--- src/rtl/pixel_sequencer.sv ---
// -----------------------------------------------------------------------------
// pixel_sequencer
//
// Walks a rectangular frame in raster order (x fastest, then y) and offers
// each (x, y) coordinate to a downstream compute unit with a valid/ready
// handshake. The unit returns one res_valid pulse per accepted coordinate;
// the sequencer limits coordinates in flight to MAX_OUT. After the last
// coordinate is accepted it drains the remaining results and then pulses
// done for one cycle.
//
// Optional feature macro: PIXEL_SEQ_LOOP_EN
//   defined   : adds input 'loop'. When loop=1 at frame completion the
//               sequencer pulses done and restarts the same frame from (0,0)
//               without a new start.
//   undefined : no 'loop' port; completion always returns to IDLE.
//
// Parameters
//   XW, YW   : coordinate widths
//   MAX_OUT  : maximum accepted coordinates without a returned result (1..255)
//
// Ports
//   clk, rst          : clock, asynchronous active-high reset
//   start             : frame start request (honoured only in IDLE)
//   abort             : synchronous frame abort (ISSUE/DRAIN only)
//   loop              : repeat frame on completion (PIXEL_SEQ_LOOP_EN only)
//   x_max, y_max      : inclusive frame limits, latched on accepted start
//   coord_valid/ready : coordinate handshake, coordinate on x, y
//   res_valid         : one result returned by the compute unit
//   busy              : high while a frame is issuing or draining
//   done              : one-cycle pulse at frame completion
//   err               : sticky, result returned with nothing outstanding
// -----------------------------------------------------------------------------
module pixel_sequencer #(
  parameter int XW      = 10,
  parameter int YW      = 10,
  parameter int MAX_OUT = 8
) (
  input  logic          clk,
  input  logic          rst,
  input  logic          start,
  input  logic          abort,
`ifdef PIXEL_SEQ_LOOP_EN
  input  logic          loop,
`endif
  input  logic [XW-1:0] x_max,
  input  logic [YW-1:0] y_max,
  output logic          coord_valid,
  input  logic          coord_ready,
  output logic [XW-1:0] x,
  output logic [YW-1:0] y,
  input  logic          res_valid,
  output logic          busy,
  output logic          done,
  output logic          err
);

  localparam int OW = $clog2(MAX_OUT + 1);
  localparam logic [OW-1:0] OUT_LIMIT = OW'(MAX_OUT);
  localparam logic [OW-1:0] OUT_ZERO  = {OW{1'b0}};
  localparam logic [OW-1:0] OUT_ONE   = OW'(1);
  localparam logic [XW-1:0] X_ZERO    = {XW{1'b0}};
  localparam logic [XW-1:0] X_ONE     = XW'(1);
  localparam logic [YW-1:0] Y_ZERO    = {YW{1'b0}};
  localparam logic [YW-1:0] Y_ONE     = YW'(1);

  typedef enum logic [1:0] {
    S_IDLE  = 2'd0,
    S_ISSUE = 2'd1,
    S_DRAIN = 2'd2
  } state_t;

  state_t        state_q, state_d;
  logic [XW-1:0] x_q, x_d;
  logic [YW-1:0] y_q, y_d;
  logic [XW-1:0] xlim_q, xlim_d;
  logic [YW-1:0] ylim_q, ylim_d;
  logic [OW-1:0] outst_q, outst_d;
  logic          coord_valid_q, coord_valid_d;
  logic          busy_q, busy_d;
  logic          done_q, done_d;
  logic          err_q, err_d;

  logic          xfer_s;
  logic          res_ok_s;
  logic [OW-1:0] outst_cnt_s;

  // Next-state and next-output computation for the whole sequencer.
  always_comb begin
    state_d  = state_q;
    x_d      = x_q;
    y_d      = y_q;
    xlim_d   = xlim_q;
    ylim_d   = ylim_q;
    outst_d  = outst_q;
    done_d   = 1'b0;
    err_d    = err_q;

    xfer_s   = coord_valid_q & coord_ready;
    // A result is only legal if something is in flight, counting a coordinate
    // accepted in this very cycle.
    res_ok_s = res_valid & ((outst_q != OUT_ZERO) | xfer_s);

    if (xfer_s && !res_ok_s) begin
      outst_cnt_s = outst_q + OUT_ONE;
    end else if (!xfer_s && res_ok_s) begin
      outst_cnt_s = outst_q - OUT_ONE;
    end else begin
      outst_cnt_s = outst_q;
    end

    if (res_valid && !res_ok_s) begin
      err_d = 1'b1;
    end else begin
      err_d = err_q;
    end

    case (state_q)
      S_IDLE: begin
        if (start) begin
          state_d = S_ISSUE;
          xlim_d  = x_max;
          ylim_d  = y_max;
          x_d     = X_ZERO;
          y_d     = Y_ZERO;
          outst_d = OUT_ZERO;
          err_d   = 1'b0;
        end else begin
          state_d = S_IDLE;
        end
      end
      S_ISSUE: begin
        if (abort) begin
          state_d = S_IDLE;
          outst_d = OUT_ZERO;
        end else begin
          outst_d = outst_cnt_s;
          if (xfer_s) begin
            if (x_q == xlim_q) begin
              // Last pixel: hold x/y on the final coordinate while draining.
              if (y_q == ylim_q) begin
                state_d = S_DRAIN;
              end else begin
                x_d = X_ZERO;
                y_d = y_q + Y_ONE;
              end
            end else begin
              x_d = x_q + X_ONE;
            end
          end else begin
            state_d = S_ISSUE;
          end
        end
      end
      S_DRAIN: begin
        if (abort) begin
          state_d = S_IDLE;
          outst_d = OUT_ZERO;
        end else if (outst_q == OUT_ZERO) begin
          done_d = 1'b1;
`ifdef PIXEL_SEQ_LOOP_EN
          if (loop) begin
            state_d = S_ISSUE;
            x_d     = X_ZERO;
            y_d     = Y_ZERO;
            outst_d = OUT_ZERO;
          end else begin
            state_d = S_IDLE;
          end
`else
          state_d = S_IDLE;
`endif
        end else begin
          outst_d = outst_cnt_s;
        end
      end
      default: begin
        state_d = S_IDLE;
        outst_d = OUT_ZERO;
      end
    endcase

    // Outputs are registered, so derive them from the next state.
    coord_valid_d = (state_d == S_ISSUE) && (outst_d < OUT_LIMIT);
    busy_d        = (state_d != S_IDLE);
  end

  // State and registered outputs.
  always_ff @(posedge clk or posedge rst) begin
    if (rst) begin
      state_q       <= S_IDLE;
      x_q           <= X_ZERO;
      y_q           <= Y_ZERO;
      xlim_q        <= X_ZERO;
      ylim_q        <= Y_ZERO;
      outst_q       <= OUT_ZERO;
      coord_valid_q <= 1'b0;
      busy_q        <= 1'b0;
      done_q        <= 1'b0;
      err_q         <= 1'b0;
    end else begin
      state_q       <= state_d;
      x_q           <= x_d;
      y_q           <= y_d;
      xlim_q        <= xlim_d;
      ylim_q        <= ylim_d;
      outst_q       <= outst_d;
      coord_valid_q <= coord_valid_d;
      busy_q        <= busy_d;
      done_q        <= done_d;
      err_q         <= err_d;
    end
  end

  assign coord_valid = coord_valid_q;
  assign x           = x_q;
  assign y           = y_q;
  assign busy        = busy_q;
  assign done        = done_q;
  assign err         = err_q;

endmodule

--- config.mk ---
export PLATFORM = sky130hd
export DESIGN_NAME = pixel_sequencer
export DESIGN_NICKNAME = d
export VERILOG_FILES = /design/src/rtl/pixel_sequencer.sv
export SDC_FILE = /design/constraint.sdc
export NUM_CORES = 1
export LEC_CHECK = 0
export BUFFER_PORTS_ARGS = -buffer_cell sky130_fd_sc_hd__buf_4
export CAP_MARGIN = 20
export CORE_MARGIN = 10
export CORE_UTILIZATION = 26
export CTS_CLUSTER_SIZE = 25
export DETAILED_ROUTE_END_ITERATION = 16
export GPL_TIMING_DRIVEN = 0
export PLACE_DENSITY = 0.52
export SLEW_MARGIN = 20
export SYNTH_ARGS = -nofsm -noshare
export SYNTH_HDL_FRONTEND = slang
export SYNTH_SLANG_ARGS = --single-unit
--- constraint.sdc ---
create_clock -name clk -period 6.1 [get_ports clk]
set_clock_uncertainty 0.2 [all_clocks]
set_input_delay 1.22 -clock clk [delete_from_list [all_inputs] [get_ports clk]]
set_output_delay 1.22 -clock clk [all_outputs]
set_load 0.02 [all_outputs]
==> results.yml <==
floorplan:
  boundaryPins: 50
  fp.coreArea_um2: 9820
  dieHeight_um: 121
  dieArea_um2: 14600
  floorplan.initialDensity_pct: 26.8
  die_x_um: 121
  rows: 36
synth:
  synth_seq_cells: 50
  synth_common_cells: "nand2_1, dfrtp_1, xor2_1"
  yosys_warnings: 0
  synth_top_area_cell: "dfrtp_1"
  ys.flop_type: "dfrtp_1"
  yosys-top-cells-area: "dfrtp_1, nand2_1, xor2_1, o21ai_0, a21oi_1"
  yosysMostFrequentCell: "nand2_1"
  synth.avg_cell_area_um2: 9.08
  synthesis.area_um2: 2630
  syn_nets: 320
  syn_inst: 290
  synth_seq_area_share_pct: 47.5
  yosysTopAreaCellShare_pct: 47.5
  synth_async_sr_flop_share_pct: 100
  synth.distinct_cells: 42
  synth_edf_count: 0
power:
  pwr-share-comb_pct: 28.7
  power_density_nw_per_um2: 272
  power.leakage_nw: 1.56
  p_switching_w: 0.000309
  switching_share_pct: 35.0
  seqPwrFrac_pct: 49.3
  vdd_drop_max_mv: 0.0970
  p_clk_share_pct: 22.0
  intPower_w: 0.000574
clock_tree:
  cts_root_buf: "clkbuf_8"
  hold_buffers: 0
  path_clk_slew_ps: 90
  cts_buffer_depth: 2
  cts_sinks: 50
  post_cts_buffers: 0
  cts_buffers: 5
  clk-insertion-delay-late_ps: 300
  htreeDepth: 2
  cts_resized: 0
  cts_tree: "yes"
timing:
  relSlewSlack_pct: 56.9
  slew_viol_final: 0
  hold_viol: 0
  worstMarginPinSlew_ps: 647
  fin_setup_tns_ps: 0
  rsz0062_at_grt: "false"
  fin_crit_sh_pct: 44.4
  period_minus_slack_ps: 2710
  holdWs_ps: 303
  fmax_ghz: 0.369
  finalSetupViolations: 0
global_routing:
  grt-ovfl-total: 0
  grt_usage_pct: 9.46
  grt_pass1_wl_mm: 11.3
  grt_max_degree: 51
  grt_pass1_vias: 2161
  antenna_found_initial: 0
place:
  placedCellCount: 472
  dpl.hpwl_mm: 5.15
  io_buffers: 49
  place.gp.congestion: 0.764
routing:
  viasPerCell: 4.61
  firstDrtPassIters: 4
  detail-route-antenna-nets: 0
  routedWlPerCell_um: 14.0
  drc: 0
  routed_wl_mm: 6.71
  route.vias.total: 2204
  drt_iter0_drc: 115
worst_setup_path:
  path_depth: 7
  start_kind: "flop"
  slowest_stage: "o31ai_2"
  setup.worst_path.end_class: "flop"
  r2r_slack_ps: 3390
  cp-endpoint: "x[2]"
  path_cells: "xor2_1, nor4_1, nand4_1, o31ai_2, buf_4, mux2i_1, nor2_1"
  critPathLaunch: "y[1]"
  critPathBufInv: 1
  arrival_ps: 2710
  rr_worst_depth: 7
  crit_type: "flop to flop"
  cp_max_fo: 10
  cpPeakStageDelay_ps: 540
  r2r-start: "y[1]"
  crit_required_ps: 6100
  cpLargestDelayFamily: "simple AND/OR/NAND/NOR gates"
  r2r-end: "x[2]"
final_layout:
  fillCellCount: 1048
  num_antenna_cells: 0
  area_delta_synth_final_pct: 23.5
  multi_input_area_um2: 1330
  regArea_um2: 1250
  final_nets: 376
  instances_no_fill: 478
  drive_above_1_share_pct: 19.1
outcome:
  outcome: "finished, final reports clean"
flow_run:
  cap_violations: 0
worst_hold_path:
  hp-class: "flop to flop"
-- final cells by class --
| cell class | instances | share of cell area [%] |
|---|---|---|
| Buffer | 8 | 1.08 |
| Clock buffer | 6 | 2.54 |
| Multi-Input combinational cell | 226 | 40.7 |
| Inverter | 6 | 0.769 |
| Sequential cell | 50 | 38.5 |
| Tap cell | 133 | 5.12 |
| Timing Repair Buffer | 49 | 11.3 |
-- layout by cell type (no fill, tap or decap), types with 2 or more instances in the layout --
cell type / instances
a211oi_1: 2
a21o_1: 2
a21oi_1: 16
a31oi_1: 2
and3_1: 5
buf_4: 50
clkbuf_1: 6
clkbuf_8: 6
dfrtp_1: 50
ha_1: 4
inv_1: 5
nand2_1: 82
nand2b_1: 2
nand3_1: 7
nand4_1: 3
nor2_1: 17
nor2b_1: 2
nor3_1: 2
nor4_1: 2
nor4_4: 2
o21ai_0: 17
o31ai_1: 9
or3_1: 6
or4_1: 7
xnor2_1: 3
xor2_1: 18
-- sequential cells by signal (all words and copies together) (netlist names) --
register     flops
y               10
err              1
ylim_q          10
x               10
busy             1
coord_valid      1
outst_q          4
done             1
state_q          2
xlim_q          10
-- worst min-delay path by stage --
stage               from        end  slack (ps)  depth (start not counted)
4_1_cts        xlim_q[1]  xlim_q[1]         310                          2
6_report       ylim_q[5]  ylim_q[5]         300                          2
3_3_place_gp   xlim_q[1]  xlim_q[1]         280                          2
3_5_place_dp   xlim_q[1]  xlim_q[1]         290                          2
5_1_grt        xlim_q[1]  xlim_q[1]         320                          2
2_1_floorplan  xlim_q[6]  xlim_q[6]         270                          2
-- through the flow --
stage                     instance area [um^2]  worst slack (ps)  utilization (%)  total power (W)
final                                     3250              3390             33.1         0.000883
after global routing                      3250              3230             33.1         0.000946
after CTS                                 3250              3330             33.1         0.000896
after detailed placement                  3170              3090             32.3         0.000701
after global placement                    3170              2670             32.3         0.000696
after floorplan                           2630              3380                -         0.000606
-- layer usage --
layer  global-route usage (%)  up-vias  share of wire (%)
li1                         -     1118                  -
met1                     12.3     1038                 47
met2                     15.5       42                 48
met3                     1.91        6                2.9
met4                     2.71        0                1.3
met5                        0        -                  0
-- cell families after synthesis --
| group | Yosys count | share of synthesized area (%) |
|---|---|---|
| XOR/XNOR | 21 | 6.98 |
| multiplexers | 1 | 0.380 |
| AND/OR/NAND/NOR | 142 | 25.9 |
| buffers and inverters | 14 | 2.19 |
| AO/OA/AOI/OAI | 58 | 15.2 |
| adder cells (fa/ha/maj) | 4 | 1.90 |
| flip-flops | 50 | 47.5 |
-- power by group through the flow --
stage | combinational, W | sequential [W] | clock (W)
2_1_floorplan | 0.000160 | 0.000446 | 0
3_3_place_gp | 0.000255 | 0.000441 | 0
3_5_place_dp | 0.000259 | 0.000442 | 0
4_1_cts | 0.000260 | 0.000435 | 0.000201
5_1_grt | 0.000289 | 0.000442 | 0.000214
6_report | 0.000254 | 0.000435 | 0.000194
-- tightest hold or removal path: cells and delay by family, from the launching register on --
| kind | cells | cell delay [ps] |
|---|---|---|
| and+or+nand+nor | 2 | 110 |
| DFF | 1 | 370 |
Power figures use the tool's default switching activity.
